File: src/rtl/cpu_pkg.sv
// -----------------------------------------------------------------------------
// cpu_pkg
// Shared definitions for the pipelined CPU datapath slices.
//   - Default datapath and register-address widths.
//   - Forwarding-source codes reported on fwd_src. The same codes are used by
//     every forwarding unit (operand B today, operand A later).
// No ports; imported with "import cpu_pkg::*;".
// -----------------------------------------------------------------------------
package cpu_pkg;

    localparam int WIDTH_DEF = 32;
    localparam int RA_W_DEF  = 5;

    typedef logic [1:0] fwd_src_t;

    localparam fwd_src_t FWD_NONE  = 2'd0;
    localparam fwd_src_t FWD_EXMEM = 2'd1;
    localparam fwd_src_t FWD_MEMWB = 2'd2;
    localparam fwd_src_t FWD_WT    = 2'd3;

endpackage

File: src/rtl/opb_fwd_unit.sv
// -----------------------------------------------------------------------------
// opb_fwd_unit
// Combinational priority compare that decides where a source register value
// must come from in EX. Written generically so the operand-A path can reuse it.
// Ports:
//   rs_i        source register address held in EX
//   exmem_we_i  EX/MEM stage will write a register
//   exmem_rd_i  EX/MEM destination register
//   memwb_we_i  MEM/WB stage will write a register
//   memwb_rd_i  MEM/WB destination register
//   wt_i        value was already written through while in ID
//   fwd_sel_o   chosen source (FWD_NONE/FWD_EXMEM/FWD_MEMWB/FWD_WT)
// -----------------------------------------------------------------------------
module opb_fwd_unit
    import cpu_pkg::*;
#(
    parameter int RA_W = RA_W_DEF
) (
    input  logic [RA_W-1:0] rs_i,
    input  logic            exmem_we_i,
    input  logic [RA_W-1:0] exmem_rd_i,
    input  logic            memwb_we_i,
    input  logic [RA_W-1:0] memwb_rd_i,
    input  logic            wt_i,
    output fwd_src_t        fwd_sel_o
);

    logic rs_nonzero;

    // Register x0 is hard-wired to zero, so a "write" to it must never be
    // forwarded even if a stage claims to write it.
    assign rs_nonzero = (rs_i != '0);

    // The younger producer (EX/MEM) wins over the older one (MEM/WB); the
    // write-through flag only matters when no in-flight producer matches.
    always_comb begin
        fwd_sel_o = FWD_NONE;
        if (exmem_we_i && (exmem_rd_i == rs_i) && rs_nonzero) begin
            fwd_sel_o = FWD_EXMEM;
        end else if (memwb_we_i && (memwb_rd_i == rs_i) && rs_nonzero) begin
            fwd_sel_o = FWD_MEMWB;
        end else if (wt_i) begin
            fwd_sel_o = FWD_WT;
        end
    end

endmodule

File: src/rtl/opb_stage.sv
// -----------------------------------------------------------------------------
// opb_stage
// Operand-B / store-data slice of the ID/EX pipeline register plus the EX-stage
// forwarding mux.
// Configuration macro: OPB_PERF_CNT_EN (enables the forwarding event counter;
// when undefined fwd_cnt is tied to zero and no counter flops exist).
// Ports:
//   clk, rst_n           clock (rising edge), async active-low reset
//   stall, flush         hold ID/EX contents / insert a bubble (flush wins)
//   id_valid             ID holds a real instruction
//   alub_sel             1 selects imm, 0 selects the register value
//   rd2, imm, rs2        ID-stage register read, immediate, source address
//   exmem_we/rd/res      EX/MEM write-back candidate
//   memwb_we/rd/res      MEM/WB write-back candidate
//   operand_b            ALU B operand in EX
//   store_data           forwarded rs2 value for stores in EX
//   ex_valid             EX holds a real instruction
//   fwd_src              0 none, 1 EX/MEM, 2 MEM/WB, 3 ID write-through
//   fwd_cnt              forwarding event counter
// -----------------------------------------------------------------------------
module opb_stage
    import cpu_pkg::*;
#(
    parameter int WIDTH = WIDTH_DEF,
    parameter int RA_W  = RA_W_DEF
) (
    input  logic             clk,
    input  logic             rst_n,
    input  logic             stall,
    input  logic             flush,
    input  logic             id_valid,
    input  logic             alub_sel,
    input  logic [WIDTH-1:0] rd2,
    input  logic [WIDTH-1:0] imm,
    input  logic [RA_W-1:0]  rs2,
    input  logic             exmem_we,
    input  logic [RA_W-1:0]  exmem_rd,
    input  logic [WIDTH-1:0] exmem_res,
    input  logic             memwb_we,
    input  logic [RA_W-1:0]  memwb_rd,
    input  logic [WIDTH-1:0] memwb_res,
    output logic [WIDTH-1:0] operand_b,
    output logic [WIDTH-1:0] store_data,
    output logic             ex_valid,
    output logic [1:0]       fwd_src,
    output logic [31:0]      fwd_cnt
);

    logic             valid_q, valid_d;
    logic             sel_q,   sel_d;
    logic [WIDTH-1:0] rd2_q,   rd2_d;
    logic [WIDTH-1:0] imm_q,   imm_d;
    logic [RA_W-1:0]  rs2_q,   rs2_d;
    logic             wt_q,    wt_d;

    logic             wt_hit;
    fwd_src_t         fwd_sel;
    logic [WIDTH-1:0] fwd_val;

    // The register file is written at the end of the cycle, so a MEM/WB write
    // to rs2 in the same cycle ID reads it would be missed; capture the
    // written value instead and remember that we did.
    assign wt_hit = memwb_we && (memwb_rd == rs2) && (rs2 != '0);

    // Next-state for the ID/EX slice: flush beats stall beats load.
    always_comb begin
        valid_d = valid_q;
        sel_d   = sel_q;
        rd2_d   = rd2_q;
        imm_d   = imm_q;
        rs2_d   = rs2_q;
        wt_d    = wt_q;
        if (flush) begin
            valid_d = 1'b0;
            sel_d   = 1'b0;
            rd2_d   = '0;
            imm_d   = '0;
            rs2_d   = '0;
            wt_d    = 1'b0;
        end else if (!stall) begin
            valid_d = id_valid;
            sel_d   = alub_sel;
            rd2_d   = wt_hit ? memwb_res : rd2;
            imm_d   = imm;
            rs2_d   = rs2;
            wt_d    = wt_hit;
        end
    end

    // ID/EX pipeline register for the operand-B fields.
    always_ff @(posedge clk or negedge rst_n) begin
        if (!rst_n) begin
            valid_q <= 1'b0;
            sel_q   <= 1'b0;
            rd2_q   <= '0;
            imm_q   <= '0;
            rs2_q   <= '0;
            wt_q    <= 1'b0;
        end else begin
            valid_q <= valid_d;
            sel_q   <= sel_d;
            rd2_q   <= rd2_d;
            imm_q   <= imm_d;
            rs2_q   <= rs2_d;
            wt_q    <= wt_d;
        end
    end

    opb_fwd_unit #(
        .RA_W (RA_W)
    ) u_fwd (
        .rs_i       (rs2_q),
        .exmem_we_i (exmem_we),
        .exmem_rd_i (exmem_rd),
        .memwb_we_i (memwb_we),
        .memwb_rd_i (memwb_rd),
        .wt_i       (wt_q),
        .fwd_sel_o  (fwd_sel)
    );

    // Forwarded rs2 value; the write-through case already holds the right
    // value in rd2_q, so it shares the default leg.
    always_comb begin
        fwd_val = rd2_q;
        case (fwd_sel)
            FWD_EXMEM: fwd_val = exmem_res;
            FWD_MEMWB: fwd_val = memwb_res;
            default:   fwd_val = rd2_q;
        endcase
    end

    assign store_data = fwd_val;
    assign operand_b  = sel_q ? imm_q : fwd_val;
    assign ex_valid   = valid_q;
    // Report a forward only when it actually feeds the ALU of a live op.
    assign fwd_src    = (valid_q && !sel_q) ? fwd_sel : FWD_NONE;

`ifdef OPB_PERF_CNT_EN
    logic [31:0] fwd_cnt_q;

    // Counts forwarded operands of instructions that leave EX this cycle;
    // sticks at all-ones instead of wrapping.
    always_ff @(posedge clk or negedge rst_n) begin
        if (!rst_n) begin
            fwd_cnt_q <= '0;
        end else if (ex_valid && !stall && (fwd_src != FWD_NONE)
                     && (fwd_cnt_q != 32'hFFFF_FFFF)) begin
            fwd_cnt_q <= fwd_cnt_q + 32'd1;
        end
    end

    assign fwd_cnt = fwd_cnt_q;
`else
    assign fwd_cnt = '0;
`endif

endmodule

File: config.mk
export PLATFORM = sky130hd
export DESIGN_NAME = opb_stage
export DESIGN_NICKNAME = d
export VERILOG_FILES = /design/src/rtl/cpu_pkg.sv /design/src/rtl/opb_fwd_unit.sv /design/src/rtl/opb_stage.sv
export SDC_FILE = /design/constraint.sdc
export NUM_CORES = 1
export LEC_CHECK = 0
export ABC_AREA = 1
export BUFFER_PORTS_ARGS = -buffer_cell sky130_fd_sc_hd__buf_2
export CAP_MARGIN = 15
export CORE_UTILIZATION = 52
export CTS_BUF_LIST = sky130_fd_sc_hd__clkbuf_8
export CTS_CLUSTER_SIZE = 24
export DETAILED_ROUTE_END_ITERATION = 10
export PLACE_DENSITY_LB_ADDON = 0.15
export RECOVER_POWER = 25
export SLEW_MARGIN = 20
export SYNTH_ARGS = -nofsm -noshare
export SYNTH_HDL_FRONTEND = slang
export SYNTH_SLANG_ARGS = --single-unit
File: constraint.sdc
create_clock -name clk -period 4.4 [get_ports clk]
set_input_delay 0.88 -clock clk [delete_from_list [all_inputs] [get_ports clk]]
set_output_delay 0.88 -clock clk [all_outputs]
set_load 0.005 [all_outputs]
; ---- Word level (Yosys, flattened, before mapping)
; Index checks and enable logic that the tools add are counted.
[totals]
wordCells = 41
output_inout_bits = 99
regBits = 72
input_bits = 151
[op_classes]
mux = 19
reduce_logical = 10
n_eq_ne = 6
[op_table]
columns = op, count
row1 = $mux W32, 6
row2 = $pmux W32 S2, 1
row3 = $eq A5 B5 Y1, 3
row4 = $mux W5, 2
row5 = $reduce_bool A5 Y1, 2
row6 = $mux W2, 4
row7 = $logic_and A1 B1 Y1, 7
row8 = $mux W1, 6
row9 = $eq A2 B1 Y1 const B, 1
row10 = $eq A2 B2 Y1 const B, 1
row11 = $ne A2 B1 Y1 const B, 1
row12 = $logic_not A1 Y1, 1

; ---- Depth between registers and ports, before layout
[logic_depth]
depth_word = 8
mapped_depth = 15
ltp_nobuf = 13

; ---- Modules after synthesis
; From an unflattened synthesis, not the netlist that was laid out.
[hier_totals]
hier_cells = 775
area_unflattened_um2 = 5054.8
[modules_own_cells]
columns = mod, n_inst, cells_each, area_per_inst_um2, seq_area_each_um2
row1 = opb_stage, 1, 720, 4825.9, 1801.7
row2 = opb_fwd_unit, 1, 55, 229.0, 0.0

; ---- Worst setup path before layout
; Ideal clock, no wire load.
[synth_path]
path_type = input to output
from = input memwb_we
to = output operand_b[10]
arrival_ps = 2417
n_path_buf = 2
setup_slack_ps = 1103
required_ps = 3520
stages = 14
cell_sequence = inv_1 > a21oi_1 > nand2_1 > nor2_1 > nand2_1 > nand2_1 > nand2_1 > ha_1 > buf_2 > clkbuf_1 > a21oi_1 > a21oi_1 > nand2_1 > o21ai_0
[synth_via]
elab_chain_len = 7
word_cells_on_any_way = 8
cone_classes = eq/ne: 2 / mux: 4 / reduce/logical: 2
[synth_rtl]
columns = element, line_no
row1 = start: declaration, opb_stage.sv:39  ; input logic memwb_we,
row2 = $logic_and A1 B1 Y1 * (2 in series), opb_fwd_unit.sv:40  ; end else if (memwb_we_i && (memwb_rd_i == rs_i) && rs_nonzero) begin
row3 = $mux W2 *, opb_fwd_unit.sv:40
row4 = $mux W2 *, opb_fwd_unit.sv:38  ; if (exmem_we_i && (exmem_rd_i == rs_i) && rs_nonzero) begin
row5 = $eq A2 B2 Y1 / $eq A2 B1 Y1 (equally long branches), opb_stage.sv:125  ; case (fwd_sel)
row6 = $pmux W32 S2 *, opb_stage.sv:125
row7 = via store_data[10], opb_stage.sv:43  ; output logic [WIDTH-1:0] store_data,
row8 = $mux W32 *, opb_stage.sv:133  ; assign operand_b = sel_q ? imm_q : fwd_val;
row9 = end: declaration, opb_stage.sv:42  ; output logic [WIDTH-1:0] operand_b,
; The timed path passes the listed nets; every way through them passes the cells marked *.

; ---- Worst setup path after layout
[layout_path]
from = input exmem_rd[2]
to = output operand_b[7]
[layout_via]
elab_chain_len = 7
word_cells_on_any_way = 8
cone_classes = eq/ne: 3 / mux: 3 / reduce/logical: 2
[layout_rtl]
columns = element, line_no
row1 = start: declaration, opb_stage.sv:37  ; input logic [RA_W-1:0] exmem_rd,
row2 = $eq A5 B5 Y1 *, opb_fwd_unit.sv:38
row3 = $logic_and A1 B1 Y1 * (2 in series), opb_fwd_unit.sv:38
row4 = $mux W2 *, opb_fwd_unit.sv:38
row5 = $eq A2 B2 Y1 / $eq A2 B1 Y1 (equally long branches), opb_stage.sv:125
row6 = $pmux W32 S2 *, opb_stage.sv:125
row7 = $mux W32 *, opb_stage.sv:133
; Every way passes the cells marked *; elsewhere a longest branch is shown, timed or not.

==> run metrics <==
Buf/Inv on CP 4; Worst slew margin -0.204; worst skew pair latency roughly 0.34 ns; Hold WC Path Type register to register; # hold bufs at CTS 0; Synth Area in Compound Gates 0.145; synth top area cells dfrtp_1 36%, nand2_1 17%, inv_1 8.9%; die height 99.9 um; initial antenna violation count 0; WP data arrival 2.76 ns; fin crit period roughly 3.6 ns; Slew Limit Fails 73; largest family of logic cells by synthesized area simple AND/OR/NAND/NOR gates; mux cell area share after synthesis 0; worst flop-to-flop path endpoint sel_q; RSZ-0062 raised after global routing no; status finished with violations; via-per-instance ratio 4.89; Slew @ Worst Pin 1.81 ns; CTS tree built; Cell Area, Synth between 0.004 and 0.005 mm^2; Final nets 1109; PD cells approximately 270 mW/mm^2; Fin. Hold Viols 0; Final GP Congestion 0.844; final WL between 10 and 15 mm; Cell variety after synth 30; Leak 3.63 nW; Clock Pin Slew Worst Setup and Hold Paths approximately 0.070 ns; CP Class input pin to output port; WP data required 3.52 ns; vias in the first global route 4952; Max FO, Critical Path 17; layout cells sized above 1 0.271; Buffers on Ports 217; Initial Util 0.539; Filler cells 910; Clock H-tree levels 3; multi-input logic area roughly 0.0024 mm^2; Reg area 0.00180 mm^2; Total Routing Usage GR 0.288; startpoint types input pin; # DRC 0; post-route insts no fill roughly 1100; Max Cap Viol 1; Worst IR Drop VDD 0.000145 V; clk sink count slightly above 70; Area growth, synth to finish 23.2%; period utilisation layout 0.828; GRT overflow 0; Post-CTS Setup Inserts 0; Max Fclk 275 MHz; CTS root buf clkbuf_8; DRT antenna net count 0; maximum number of pins on one net before global-route repair 73; simple-gate area share of the yosys netlist 0.291; DR iter-0 viols 209; synth warn 0; Synth Area in XOR/XNOR 0.00527; share of the synthesized area in the top cell type 0.362; cell family with most CP delay simple AND/OR/NAND/NOR gates; crit-path cells buf_2, xor2_1, nor2_1, nand4_1, nand2_1, ha_1, inv_1, buf_4, nor2_1, a21oi_1, nand2_1, o21ai_0, buf_2; placed cell count between 1000 and 1500; Max stage delay on crit path 0.26 ns; Reg2Reg Launch Point sel_q; largest area contributor in the netlist dfrtp_1; via count 5328; most common cell in the synthesized netlist nand2_1; n_diodes 0; DPL Wire Length 9.85 mm; clk buf depth 2; Synth Area in Adders 0.00502; CTS Buf Count 9; FF-to-FF path depth 2; Clock Skew 0 ns; failing checks capacitance limit, slew limit; die area 0.00998 mm^2; synthesized area per cell 6.54 um^2; Die X-Extent 99.9 um; Worst setup EP type output port; setup TNS 0 ns; I/O pins 250; Main synth FF type dfrtp_1; Worst path slowest cell ha_1; Seq/Total Area, Yosys 0.362; CTS resizes 0; synthesized netlist cell count 762; 1st-pass router iterations 5; hold path depth 2; Std-Cell Rows 35; EDFF count, synth 0; Hold EP rd2_q[13]; Synth top cells by count 224 x nand2_1, 118 x inv_1, 72 x dfrtp_1; async set-reset flop share out of synthesis 1.00; final-report setup violation count 0; FF+latch count, synth slightly above 70; WL per Instance 12.8 um; first-pass GRT wire length 22.7 mm; R2R Setup Slk 2.99 ns; total core area 0.00924 mm^2; HP Start rd2_q[13]
==> cell type report <==
type | count | area share
clock buffer | 11 | 0.0247
clock inverter | 5 | 0.00774
inverter | 123 | 0.0752
multi-input combinational | 523 | 0.384
timing repair buffer | 227 | 0.189
tap | 129 | 0.0263
sequential | 72 | 0.293
==> layout by cell type (no fill, tap or decap), types with 2 or more instances in the layout <==
master / instances
ha_1: 2
xor2_1: 2
nand2_2: 2
nand3_1: 64
nand3_2: 2
nand4_1: 4
nand2_1: 224
nor2_4: 4
o21ai_0: 66
buf_4: 10
inv_2: 7
clkinv_2: 2
a21oi_1: 67
buf_2: 216
inv_1: 118
conb_1: 32
clkbuf_8: 11
o22ai_1: 6
dfrtp_1: 72
nor2_1: 40
==> flip-flops by register name (all words and copies together), names as in the netlist <==
signal,cells
imm_q,32
rd2_q,32
rs2_q,5
ex_valid,1
sel_q,1
wt_q,1
==> tightest hold or removal path, delay by kind of cell, from the launching register on <==
kind             cells  cell delay, ns
flip-flops           1            0.35
AND/OR/NAND/NOR      2            0.10
==> per-stage QoR <==
| step | setup slack (ns) | total power [mW] | hold slack, ns | utilization | area [um^2] |
|---|---|---|---|---|---|
| 5_1_grt | 0.430 | 1.73 | 0.505 | 0.665 | 6140 |
| 3_5_place_dp | 0.785 | 1.11 | 0.466 | 0.643 | 5940 |
| 3_3_place_gp | 0.769 | 1.11 | 0.463 | 0.643 | 5940 |
| 6_report | 0.758 | 1.63 | 0.483 | 0.665 | 6140 |
| 4_1_cts | 0.771 | 1.64 | 0.485 | 0.665 | 6140 |
| 2_1_floorplan | 1.10 | 0.951 | 0.450 | - | 5100 |
==> logic make-up after synthesis <==
logic type,count (synthesis)
xor+xnor,3
buf+inv,198
fa+ha+maj,2
other cells,1
compound gates,141
flops,72
simple gates,345
==> power breakdown <==
group          internal, mW  switching (mW)  total, mW
Sequential            0.699          0.0176      0.717
Combinational         0.158           0.227      0.385
Clock                 0.287           0.246      0.533
Total                  1.14           0.490       1.63
==> layer usage <==
| layer | wire length [um] | up-vias | share of wire | GRT usage |
|---|---|---|---|---|
| met3 | 989 | 20 | 0.071 | 0.0515 |
| met4 | 223 | 0 | 0.016 | 0.105 |
| li1 | - | 2680 | - | - |
| met1 | 6120 | 2418 | 0.44 | 0.361 |
| met5 | 0 | - | 0 | 0 |
| met2 | 6670 | 210 | 0.48 | 0.497 |
==> worst max-delay path by stage <==
stage	start	endpoint	slack, ns	cells after the start
2_1_floorplan	memwb_we	operand_b[10]	1.10	14
3_3_place_gp	memwb_rd[3]	operand_b[7]	0.77	15
3_5_place_dp	memwb_rd[3]	operand_b[7]	0.78	15
4_1_cts	memwb_rd[3]	operand_b[7]	0.77	15
5_1_grt	memwb_we	operand_b[25]	0.43	16
6_report	exmem_rd[2]	operand_b[7]	0.76	13
No activity file was read; power rests on OpenSTA's default activity.
